$ cat config.mk
export PLATFORM = sky130hd
export DESIGN_NAME = word_generator
export DESIGN_NICKNAME = d
export VERILOG_FILES = /design/src/rtl/word_generator.sv
export SDC_FILE = /design/constraint.sdc
export NUM_CORES = 1
export LEC_CHECK = 0
export BUFFER_PORTS_ARGS = -buffer_cell sky130_fd_sc_hd__buf_2
export CORE_ASPECT_RATIO = 0.7
export CORE_MARGIN = 2
export CORE_UTILIZATION = 35
export CTS_CLUSTER_DIAMETER = 50
export CTS_CLUSTER_SIZE = 30
export DETAILED_ROUTE_END_ITERATION = 10
export GPL_ROUTABILITY_DRIVEN = 0
export HOLD_SLACK_MARGIN = 0.08
export PLACE_DENSITY = 0.61
export SETUP_SLACK_MARGIN = 0.1
export SYNTH_ARGS = -nofsm -noshare
export SYNTH_HDL_FRONTEND = slang
export SYNTH_SLANG_ARGS = --single-unit
$ cat constraint.sdc
create_clock -name clk -period 2.3 [get_ports clk]
set_input_delay 0.46 -clock clk [delete_from_list [all_inputs] [get_ports clk]]
set_output_delay 0.46 -clock clk [all_outputs]
set_load 0.02 [all_outputs]
$ cat src/rtl/word_generator.sv
// rtl/word_generator.sv - generates numbered message words on a valid/ready stream after a start pulse
module word_generator #(
    parameter int WORD_COUNTER_SIZE = 8,
    parameter int WORD_SIZE         = 32
) (
    input  logic                         clk,
    input  logic                         rst,
    input  logic [WORD_COUNTER_SIZE-1:0] msg_words_in,
    input  logic                         msg_start,
    output logic [WORD_SIZE-1:0]         out_data,
    output logic                         out_valid,
    input  logic                         out_ready,
    output logic                         out_sop,
    output logic                         out_eop,
    output logic                         busy,
    output logic [WORD_COUNTER_SIZE-1:0] words_sent,
    output logic                         start_overrun
);

    localparam logic [WORD_COUNTER_SIZE-1:0] CNT_ONE = 1;

    typedef enum logic {
        IDLE,
        SEND
    } state_t;

    state_t                       state;
    state_t                       state_next;
    logic [15:0]                  msg_id;
    logic [15:0]                  msg_id_next;
    logic [WORD_COUNTER_SIZE-1:0] msg_len;
    logic [WORD_COUNTER_SIZE-1:0] word_idx;
    logic                         accept;
    logic                         handshake;
    logic                         last_word;

    assign last_word = (word_idx == msg_len - CNT_ONE);

    always_comb begin
        state_next  = state;
        accept      = 1'b0;
        handshake   = 1'b0;
        msg_id_next = msg_id;
        case (state)
            IDLE: begin
                // a zero-length start is silently ignored
                if (msg_start && (msg_words_in != '0)) begin
                    accept     = 1'b1;
                    state_next = SEND;
                end
            end
            SEND: begin
                if (out_ready) begin
                    handshake = 1'b1;
                    if (last_word) begin
                        state_next  = IDLE;
                        msg_id_next = msg_id + 16'd1;
                    end
                end
            end
            default: state_next = IDLE;
        endcase
    end

    // msg_id is rewritten every cycle so it always tracks msg_id_next
    always_ff @(posedge clk or posedge rst) begin
        if (rst) begin
            state         <= IDLE;
            msg_id        <= '0;
            msg_len       <= '0;
            word_idx      <= '0;
            words_sent    <= '0;
            start_overrun <= 1'b0;
        end else begin
            state         <= state_next;
            msg_id        <= msg_id_next;
            start_overrun <= msg_start && (state == SEND);
            if (accept) begin
                msg_len    <= msg_words_in;
                word_idx   <= '0;
                words_sent <= '0;
            end else if (handshake) begin
                word_idx   <= word_idx + CNT_ONE;
                words_sent <= words_sent + CNT_ONE;
            end
        end
    end

    assign busy      = (state == SEND);
    assign out_valid = busy;
    assign out_sop   = busy && (word_idx == '0);
    assign out_eop   = busy && last_word;

    always_comb begin
        out_data = '0;
        if (busy) begin
            out_data[WORD_COUNTER_SIZE-1:0]                  = word_idx;
            out_data[WORD_COUNTER_SIZE+15:WORD_COUNTER_SIZE] = msg_id;
        end
    end

endmodule

After elaboration in Yosys (flattened, before gate mapping)
Index checks and enable logic that the tools add are counted.
{"block": "totals", "reg_bits": 42, "latchBits": 0, "ram_bits": 0, "rom_bits": 0, "inputBits": 12, "output_inout_bits": 45, "wordCells": 32, "mem_count": 0}
{"block": "op_classes", "addsub": 4, "multipliers": 0, "div_mod_pow": 0, "n_lt_le_gt_ge": 0, "n_eq_ne": 1, "shift": 0, "n_mux": 12, "n_bitwise": 1, "n_reduce_logical": 8}
{"op": "$mux W8", "count": 4}
{"op": "$mux W24", "count": 1}
{"op": "$add A16 B1 Y16 const B", "count": 1}
{"op": "$add A8 B1 Y8 const B", "count": 2}
{"op": "$eq A8 B8 Y1", "count": 1}
{"op": "$logic_not A8 Y1", "count": 1}
{"op": "$reduce_bool A8 Y1", "count": 1}
{"op": "$sub A8 B1 Y8 const B", "count": 1}
{"op": "$mux W1", "count": 6}
{"op": "$logic_and A1 B1 Y1", "count": 4}
{"op": "$reduce_and A3 Y1", "count": 1}
{"op": "$pmux W1 S2", "count": 1}
{"op": "$reduce_bool A2 Y1", "count": 1}
{"op": "$not A1 Y1", "count": 1}

Depth between registers and ports, before layout
{"block": "logic_depth", "ltp_word": 5, "depth_mapped": 8, "depth_no_buf": 8}

Worst setup path after synthesis
No wires, ideal clock.
{"block": "synth_path", "path_kind": "register -> output", "startpoint": "register msg_len[0]", "endpoint": "output port out_eop", "arrival_ns": 2.139, "required_ns": 1.840, "slack_ns": -0.299, "stages_incl_launch_ff": 7, "path_buffers": 1, "path_cell_list": "dfrtp_1 > or4_4 > or4_1 > o311ai_1 > or2_2 > buf_6 > and3_1"}
{"block": "synth_via", "elab_chain_len": 3}
{"element": "start: declaration", "line_no": "31", "rtl": "logic [WORD_COUNTER_SIZE-1:0] msg_len;"}
{"element": "start signal: assignment", "line_no": "79", "rtl": "msg_len <= msg_words_in;"}
{"element": "$sub A8 B1 Y8", "line_no": "37", "rtl": "assign last_word = (word_idx == msg_len - CNT_ONE);"}
{"element": "$eq A8 B8 Y1", "line_no": "37"}
{"element": "$logic_and A1 B1 Y1", "line_no": "92", "rtl": "assign out_eop = busy && last_word;"}
{"element": "end: declaration", "line_no": "14", "rtl": "output logic out_eop,"}
No other way between the ends.

Final worst setup path
Same ends and word-level chain as after synthesis.

==> results.md <==
- Status: finished, violations left
- Failing checks: setup timing
- Final Worst Setup Slack: -0.435 ns
- Cell taking the most area after synthesis: dfrtp_1
- FFs w/ async S/R, synth: 100%
- Power Density: 1060 nW/um^2
- Die area: 7820 sq um
- DRC Markers: 0
- Fin. Hold Viols: 0
- First-pass GRT wire length: 10400 um
- Post-synthesis cell type count: 47
- Yosys synthesis warning count: 0
- Period Utilization, post-route: 119%
- RSZ-0062 raised after global routing: true
- Layout Cells excl Fill: 437
- Metal-1 WL: 3170 um
- Highest routed layer: met4
- CP Buf/Inv Count: 1
- Sequential area share after synthesis: 42.2%
- Family with the most delay on the worst path: simple AND/OR/NAND/NOR gates
- Drt first pass iters: 4
- Area Overhead vs Synth: 34.7%
- Via count: 2109
- Top Ports: 57
- Ys flop type: dfrtp_1
- Final-stage net count: 359
- Actual slew at the worst max-slew pin: 0.561 ns
- Dpl hpwl: 4450 um
- Row count: 25
- Core area: 6820 sq um
- ANT cells: 0
- CP endpoint kind: output port
- Critical Path RT: 1.84 ns
- Slew Limit Headroom: 62.6%
- Largest cells by area after synthesis: dfrtp_1 (42%), and2_1 (7.0%), xnor2_1 (5.6%), xor2_1 (4.9%), nand4_1 (3.3%)
- Layout Utilization: 49.2%
- CTS Root Cell: clkbuf_8
- Met3 WL post-DR: 260 um
- Critical-path top delay cell: or4_4
- Total power draw: 0.00356 W
- Clock Latency Late Sink: 0.30 ns
- Largest net degree at the start of global routing: 43
- TritonCTS clock tree: yes
- Crit path time final: 2.73 ns
- Crit path max fanout: 4
- Hold crit path type: in2async
- Top cell type's share of synthesized area: 42.2%
- IO Port Bufs: 48
- Post-Place Cells: 420
- Initial antenna violation count: 0
- H-tree depth: 2
- Worst setup path start: msg_len[0]
- GRT overflow: 0
- Routed len/inst: 14.1 um
- Height of the die: 74.6 um
- First DRT Iteration DRCs: 93
- Synthesized area per cell: 9.55 sq um
- Clock Skew: 0.00411 ns
- Startpoint types: flop
- DR vias/cell: 4.83
- Fillers: 657
- Worst path max stage delay: 0.55 ns
- Gr usage total: 17.0%
- Slew Viols, Final: 0
- Crit path kind: reg2out
- Post-Syn Area: 2490 sq um
- CTS sink cnt: 42
- Clk buf depth: 2
- WP data arrival: 2.27 ns
- Cell breakdown of the critical path: or4_4 -> or4b_4 -> o311ai_4 -> or2_4 -> and3_4 -> buf_6
- LEAKAGE: 1.63 nW
- Routed Wire Length: 6180 um
- #FFs+latches synth: 42
- Max Cap Viol: 0
- Initial core utilization: 36.6%
- RR Startpoint: msg_len[0]
- Layout cells sized above 1: 38.2%
- Most common cell after layout, fill and taps aside: buf_2
- Cts hold-fix bufs: 0
- Commonest non-fill, non-tap cells in the layout: buf_2 (46), dfrtp_1 (42), buf_4 (32)
- # setup viols final: 13
- Setup TNS: -1.44 ns
- Worst ir drop on vdd: 0.416 mV
- Hold_ws: 0.281 ns
- Number of synthesized flops with an enable pin: 0
- CTS buffer count: 5
- DRT antenna net count: 0
- Clock Pin Slew Worst Setup and Hold Paths: 0.08 ns
- FMAX: 366 MHz
- Number of global-route vias before repair: 2074
- Routed length on met2: 2700 um
- Syn Inst Count: 261
- Chip Width: 105 um
[registers in the layout, summed over array words and instances (netlist names)]
signal and flops:
busy 1, word_idx 8, start_overrun 1, words_sent 8, msg_id 16, msg_len 8
[worst paths after layout]
kind / end / cells after the start / slack [ns]
setup / recovery: out_eop / 6 / -0.43
hold / removal: words_sent[2] / 3 / 0.28
setup reg to reg: msg_id[1] / 8 / -0.13
hold reg to reg: msg_id[15] / 1 / 0.46
max in group asynchronous: msg_id[1] / 3 / 1.62
min in group clk: start_overrun / 2 / 0.40
[power by group]
group / leakage, nW / total, W / internal, W / switching, W
clock: 0.0482 / 0.000504 / 0.000243 / 0.000261
combinational: 1.03 / 0.00198 / 0.000960 / 0.00102
sequential: 0.548 / 0.00107 / 0.000905 / 0.000169
total: 1.63 / 0.00356 / 0.00211 / 0.00145
[routing by layer]
metal / track usage, % / vias to the layer above
met2: 26.3 / 48
li1: - / 1048
met3: 3.33 / 6
met4: 4.15 / 0
met5: 0 / -
met1: 24.7 / 1007
[per-stage QoR]
step / cell area, sq um / setup WS [ns]
3_5_place_dp: 3030 / -0.165
6_report: 3360 / -0.435
4_1_cts: 3310 / -0.428
3_3_place_gp: 3030 / -0.128
5_1_grt: 3360 / -0.517
2_1_floorplan: 2560 / -0.171
[worst reg2reg max path, stage by stage (launching register included)]
cell	delay, ns
dfrtp_1	0.38
or4_4	0.55
or4b_4	0.51
o311ai_4	0.08
or2_4	0.17
buf_4	0.10
buf_8	0.13
nand3_4	0.08
mux2_4	0.30
[cell families (layout without fill, tap and decap cells)]
| group | Yosys count | count (layout) | synth area share [%] |
|---|---|---|---|
| AND/OR/NAND/NOR | 120 | 120 | 27.8 |
| XOR/XNOR | 30 | 30 | 10.5 |
| other | 1 | 8 | 0.150 |
| AO/OA/AOI/OAI | 27 | 27 | 6.88 |
| flip-flops | 42 | 42 | 42.2 |
| buffers and inverters | 27 | 102 | 5.82 |
| multiplexers | 9 | 9 | 4.12 |
| adder cells (fa/ha/maj) | 5 | 5 | 2.51 |
[cell type report]
type,count,area (sq um),share of cell area [%]
Clock inverter,1,5.00,0.149
Tap cell,94,118,3.50
Multi-Input combinational cell,199,1480,44.2
Inverter,6,27.5,0.820
Timing Repair Buffer,88,587,17.5
Sequential cell,42,1050,31.3
Clock buffer,7,86.3,2.57
[synthesized netlist by cell type, types with 2 or more instances]
cell type and number:
nor2_1 19, a2111oi_0 2, nor3_1 3, or3_1 3, mux2_2 6, xor2_1 14, o31ai_1 2, mux2i_1 2
o21ai_0 14, a31oi_1 2, xnor2_1 16, dfrtp_1 42, and3_1 8, nand2_1 18, nand2b_1 2, ha_1 5
or4_1 3, inv_1 6, and2_1 28, buf_4 9, nand3_1 9, nand4_1 13, buf_2 2, or2_2 2
clkbuf_1 9
[timing repair]
item,4_1_cts,5_1_grt
setup endpoints to repair,19,19
gates resized for setup,35,6
setup buffers,7,2
pin swaps,18,11
Note: power is estimated with default switching activity, not from simulation.
